File: src/rtl/custom_palette_loader.sv
// custom_palette_loader
//   Captures a streamed .pal file (R,G,B byte triplets) into a 64-entry
//   15-bit {B5,G5,R5} palette RAM and serves pixel-rate lookups from it.
//   Optional build macro: PAL_LOADER_ROUND_EN selects round-to-nearest
//   (saturating) 8->5 bit channel conversion instead of truncation.
module custom_palette_loader #(
  parameter int NUM_COLORS = 64,
  parameter int IDX_W      = 6
) (
  input  logic             clk,
  input  logic             reset_n,
  input  logic             dl_active,
  input  logic             dl_wr,
  input  logic [7:0]       dl_data,
  output logic             dl_wait,
  input  logic             rd_ce,
  input  logic [IDX_W-1:0] rd_color,
  output logic [14:0]      rd_pixel,
  output logic             pal_valid,
  output logic             pal_error
);

  typedef enum logic [2:0] {
    IDLE  = 3'd0,
    GET_R = 3'd1,
    GET_G = 3'd2,
    GET_B = 3'd3,
    WRITE = 3'd4,
    DRAIN = 3'd5
  } state_t;

`ifdef PAL_LOADER_ROUND_EN
  localparam logic [8:0] RND_ADD = 9'd4;
`else
  localparam logic [8:0] RND_ADD = 9'd0;
`endif

  localparam logic [IDX_W-1:0] LAST_IDX = IDX_W'(NUM_COLORS - 1);

  state_t           state_q, state_d;
  logic             dl_active_q;
  logic [IDX_W-1:0] idx_q;
  logic [4:0]       r5_q, g5_q, b5_q;

  logic             lat_r, lat_g, lat_b;
  logic             ram_we;
  logic             idx_clr, idx_inc;
  logic             flags_clr, set_valid, set_error;

  logic [14:0]      ram [NUM_COLORS];

  // 9-bit sum keeps the carry so 0xFC..0xFF saturate to 31 when rounding
  logic [5:0]       dl_q6;
  logic [4:0]       dl_c5;

  // Channel conversion of the incoming download byte
  always_comb begin
    dl_q6 = 6'(({1'b0, dl_data} + RND_ADD) >> 3);
    dl_c5 = dl_q6[5] ? 5'd31 : dl_q6[4:0];
  end

  // State register
  always_ff @(posedge clk or negedge reset_n) begin
    if (!reset_n) state_q <= IDLE;
    else          state_q <= state_d;
  end

  // Next-state decode and per-state control strobes
  always_comb begin
    state_d   = state_q;
    lat_r     = 1'b0;
    lat_g     = 1'b0;
    lat_b     = 1'b0;
    ram_we    = 1'b0;
    idx_clr   = 1'b0;
    idx_inc   = 1'b0;
    flags_clr = 1'b0;
    set_valid = 1'b0;
    set_error = 1'b0;
    dl_wait   = 1'b0;
    unique case (state_q)
      IDLE: begin
        if (dl_active && !dl_active_q) begin
          flags_clr = 1'b1;
          idx_clr   = 1'b1;
          // a strobe on the rising cycle is byte 0 of the file
          if (dl_wr) begin
            lat_r   = 1'b1;
            state_d = GET_G;
          end else begin
            state_d = GET_R;
          end
        end
      end
      GET_R: begin
        if (!dl_active) begin
          set_error = 1'b1;
          state_d   = IDLE;
        end else if (dl_wr) begin
          lat_r   = 1'b1;
          state_d = GET_G;
        end
      end
      GET_G: begin
        if (!dl_active) begin
          set_error = 1'b1;
          state_d   = IDLE;
        end else if (dl_wr) begin
          lat_g   = 1'b1;
          state_d = GET_B;
        end
      end
      GET_B: begin
        if (!dl_active) begin
          set_error = 1'b1;
          state_d   = IDLE;
        end else if (dl_wr) begin
          lat_b   = 1'b1;
          state_d = WRITE;
        end
      end
      WRITE: begin
        dl_wait = 1'b1;
        ram_we  = 1'b1;
        if (!dl_active) begin
          set_error = 1'b1;
          state_d   = IDLE;
        end else if (idx_q == LAST_IDX) begin
          set_valid = 1'b1;
          state_d   = DRAIN;
        end else begin
          idx_inc = 1'b1;
          state_d = GET_R;
        end
      end
      DRAIN: begin
        if (!dl_active) state_d = IDLE;
      end
      default: state_d = IDLE;
    endcase
  end

  // Download datapath: edge detect, channel latches, entry index, status flags
  always_ff @(posedge clk or negedge reset_n) begin
    if (!reset_n) begin
      dl_active_q <= 1'b0;
      idx_q       <= '0;
      r5_q        <= '0;
      g5_q        <= '0;
      b5_q        <= '0;
      pal_valid   <= 1'b0;
      pal_error   <= 1'b0;
    end else begin
      dl_active_q <= dl_active;
      if (lat_r) r5_q <= dl_c5;
      if (lat_g) g5_q <= dl_c5;
      if (lat_b) b5_q <= dl_c5;
      if (idx_clr)      idx_q <= '0;
      else if (idx_inc) idx_q <= idx_q + 1'b1;
      if (flags_clr) begin
        pal_valid <= 1'b0;
        pal_error <= 1'b0;
      end
      if (set_valid) pal_valid <= 1'b1;
      if (set_error) pal_error <= 1'b1;
    end
  end

  // Palette RAM write port (contents survive reset)
  always_ff @(posedge clk) begin
    if (ram_we) ram[idx_q] <= {b5_q, g5_q, r5_q};
  end

  // Pixel read port; same-cycle write to the same entry returns the old word
  always_ff @(posedge clk or negedge reset_n) begin
    if (!reset_n)   rd_pixel <= '0;
    else if (rd_ce) rd_pixel <= ram[rd_color];
  end

endmodule

File: config.mk
export PLATFORM = sky130hd
export DESIGN_NAME = custom_palette_loader
export DESIGN_NICKNAME = d
export VERILOG_FILES = /design/src/rtl/custom_palette_loader.sv
export SDC_FILE = /design/constraint.sdc
export NUM_CORES = 1
export LEC_CHECK = 0
export ABC_AREA = 1
export CAP_MARGIN = 0
export CORE_MARGIN = 2
export CORE_UTILIZATION = 30
export DETAILED_ROUTE_END_ITERATION = 8
export PLACE_DENSITY_LB_ADDON = 0.2
export SLEW_MARGIN = 20
export SYNTH_ARGS = -nofsm -noshare
export SYNTH_HDL_FRONTEND = slang
export SYNTH_SLANG_ARGS = --single-unit
File: constraint.sdc
create_clock -name clk -period 3 [get_ports clk]
set_input_delay 0.3 -clock clk [delete_from_list [all_inputs] [get_ports clk]]
set_output_delay 0.3 -clock clk [all_outputs]
set_load 0.005 [all_outputs]
==> impl_metrics.py <==
metrics = {
    "cts": {
        "h-tree-depth": 3,
        "clkTransAtPathRegs_ns": 0.06,
        "numCtsBuffers": 109,
        "post_cts_resized": 0,
        "tritoncts": "done",
        "clock-sinks": 1002,
        "clockRootBuffer": "clkbuf_16",
        "cts_setup_buffers": 0,
        "clock_latency_ns": 0.70,
        "hold_buffers": 1,
        "clockBufferDepth": 3,
    },
    "synthesis": {
        "yosys.area.top_type": "edfxtp_1",
        "synthCells": 3424,
        "ys_ff_latch": 1002,
        "syn_area_per_cell_um2": 11.9,
        "yosys.area.top_type_share_pct": 71.0,
        "synthArstFlopShare_pct": 4.19,
        "synth.area.top_cells": "edfxtp_1, nand2_1, nand3_1",
        "yosysWarnings": 0,
        "synth_edf_count": 960,
        "ys_top_cells_by_count": "nand2_1, edfxtp_1, nand3_1",
        "synth_fp_nets": 3444,
        "netlist_area_um2": 40600,
        "synthFlopType": "edfxtp_1",
        "yosysSeqAreaShare_pct": 73.6,
        "ys_types": 27,
        "synth.most_common_cell": "nand2_1",
    },
    "detailed_routing": {
        "vias": 25944,
        "drc": 0,
        "vias_per_cell": 4.84,
        "avgRoutedWirePerCell_um": 21.8,
        "drt_iter0_drc": 2414,
        "routed_wl_mm": 117,
        "ant_nets": 0,
        "first_pass_iters": 5,
    },
    "floorplan": {
        "rows": 134,
        "coreArea_um2": 134000,
        "die_h_um": 372,
        "initial_core_util_pct": 30.3,
        "io_pins": 37,
        "fp.dieW_um": 372,
        "die_area_um2": 138000,
    },
    "sta": {
        "finalCriticalPeriod_ns": 2.39,
        "tightest_slew_ns": 0.859,
        "slew_headroom_pct": 42.7,
        "slew_violations": 0,
        "skew_ns": 0.0313,
        "final.period_utilization_pct": 79.6,
        "setup_tns_ns": 0,
        "rsz0062_at_grt": "false",
        "hold_viol_final": 0,
        "setup_violations": 0,
        "fmax_mhz": 419,
    },
    "global_routing": {
        "grt_pass1_wl_mm": 172,
        "antenna_found_initial": 0,
        "met2_usage_pct": 26.5,
        "track_usage_pct": 16.8,
        "grt_pass1_vias": 24585,
        "top_usage_layer": "met2",
        "use_met3_pct": 2.62,
        "grt_start_max_net_pins": 110,
        "grt_overflow": 0,
        "use_met1_pct": 24.2,
    },
    "power_and_ir_drop": {
        "powerDensity_nw_per_um2": 742,
        "max-vdd-ir-drop_mv": 0.449,
        "power_leakage_uw": 0.0167,
        "total_power_uw": 34900,
    },
    "finish": {
        "layout-drive-gt1-share_pct": 8.90,
        "syn_to_final_growth_pct": 15.8,
        "nNetsFinal": 3524,
    },
    "run": {
        "maxCapViolations": 0,
    },
    "worst_setup_path": {
        "crit_family": "buffers and inverters",
        "crit_type": "flip-flop to primary output",
        "path_cells": "inv_1 > nand2_1 > nor2_1 > buf_4 > clkdlybuf4s50_1",
        "cp.required_ns": 2.70,
        "endpoint_kind": "primary output",
        "slowest_stage": "clkdlybuf4s50_1",
        "crit_path_max_fanout": 11,
        "max_stage_delay_ns": 0.53,
        "start_kind": "flip-flop",
        "path_buf_inv": 3,
        "worstPathArrival_ns": 2.09,
    },
    "placed_design": {
        "portBuffers": 33,
        "dpl.hpwl_mm": 66.6,
        "gp_congestion": 0.845,
    },
    "status": {
        "status": "finished clean",
    },
    "min_path": {
        "min_path_type": "primary input to flip-flop",
    },
}
## routing by layer
metal / wire length, um / share of wire [%]
met1: 53900 / 46
met2: 54100 / 46
met3: 6180 / 5.3
met4: 2570 / 2.2
met5: 0 / 0
## power by group
group | total, uW | switching (uW) | internal [uW]
clock | 13000 | 5550 | 7490
combinational | 3610 | 2740 | 872
sequential | 18200 | 918 | 17300
total | 34900 | 9200 | 25700
## placed cells by master, fill, tap and decap left out, types with 15 or more instances in the layout
cell	n
buf_4	109
nand3_1	878
clkbuf_1	28
clkinv_1	29
clkdlybuf4s50_1	28
dfrtp_1	27
inv_1	28
nand2_1	1173
buf_12	39
o21ai_0	20
edfxtp_1	960
dfrtp_2	15
nor2_1	78
clkbuf_16	109
## layout make-up
class / count / area, um^2
Fill cell: 13245 / 86800
Sequential cell: 1002 / 29900
Multi-Input combinational cell: 2178 / 9390
Clock buffer: 139 / 2860
Tap cell: 1768 / 2210
Timing Repair Buffer: 181 / 1930
Clock inverter: 62 / 576
Inverter: 32 / 138
Antenna cell: 1 / 2.50
## through the flow
stage               setup slack [ns]  hold WS (ns)  util, %  cells  area [um^2]
floorplan                      0.835       0.00441        -   3424        40600
global placement               0.651         0.453     32.6   5160        43600
detailed placement             0.667         0.446     32.6   5160        43600
CTS                            0.544         0.155     35.1   5362        47000
global route                   0.464         0.212     35.1   5362        47000
finish                         0.613         0.203     35.1   5363        47000
## sequential cells by signal, summed over array words and instances (netlist names)
| register | count |
|---|---|
| ram | 960 |
| rd_pixel | 15 |
| idx_q | 6 |
| b5_q | 5 |
| g5_q | 5 |
| r5_q | 5 |
| state_q | 3 |
| dl_active_q | 1 |
| pal_error | 1 |
| pal_valid | 1 |
## worst register-to-register path, delay by kind of cell, from the launching register on
family	cells	cell delay, ns
buffers and inverters	3	0.73
DFF	1	0.45
and+or+nand+nor	3	0.85
## final timing paths
path / startpoint / endpoint / slack [ns] / cells after the start
hold reg to reg: pal_error / pal_error / 0.50 / 1
min in group asynchronous: reset_n / pal_error / 0.24 / 2
hold / removal: dl_data[7] / r5_q[4] / 0.20 / 3
setup / recovery: state_q[0] / dl_wait / 0.61 / 5
max in group asynchronous: reset_n / rd_pixel[6] / 2.05 / 3
setup reg to reg: idx_q[0] / ram[63][1] / 0.63 / 6
## cell families after synthesis
group                    share of synthesized area (%)
AO/OA/AOI/OAI                                    0.487
adder cells (fa/ha/maj)                         0.0308
buffers and inverters                             3.24
flip-flops                                        73.6
AND/OR/NAND/NOR                                   22.6
Power figures use the tool's default switching activity.
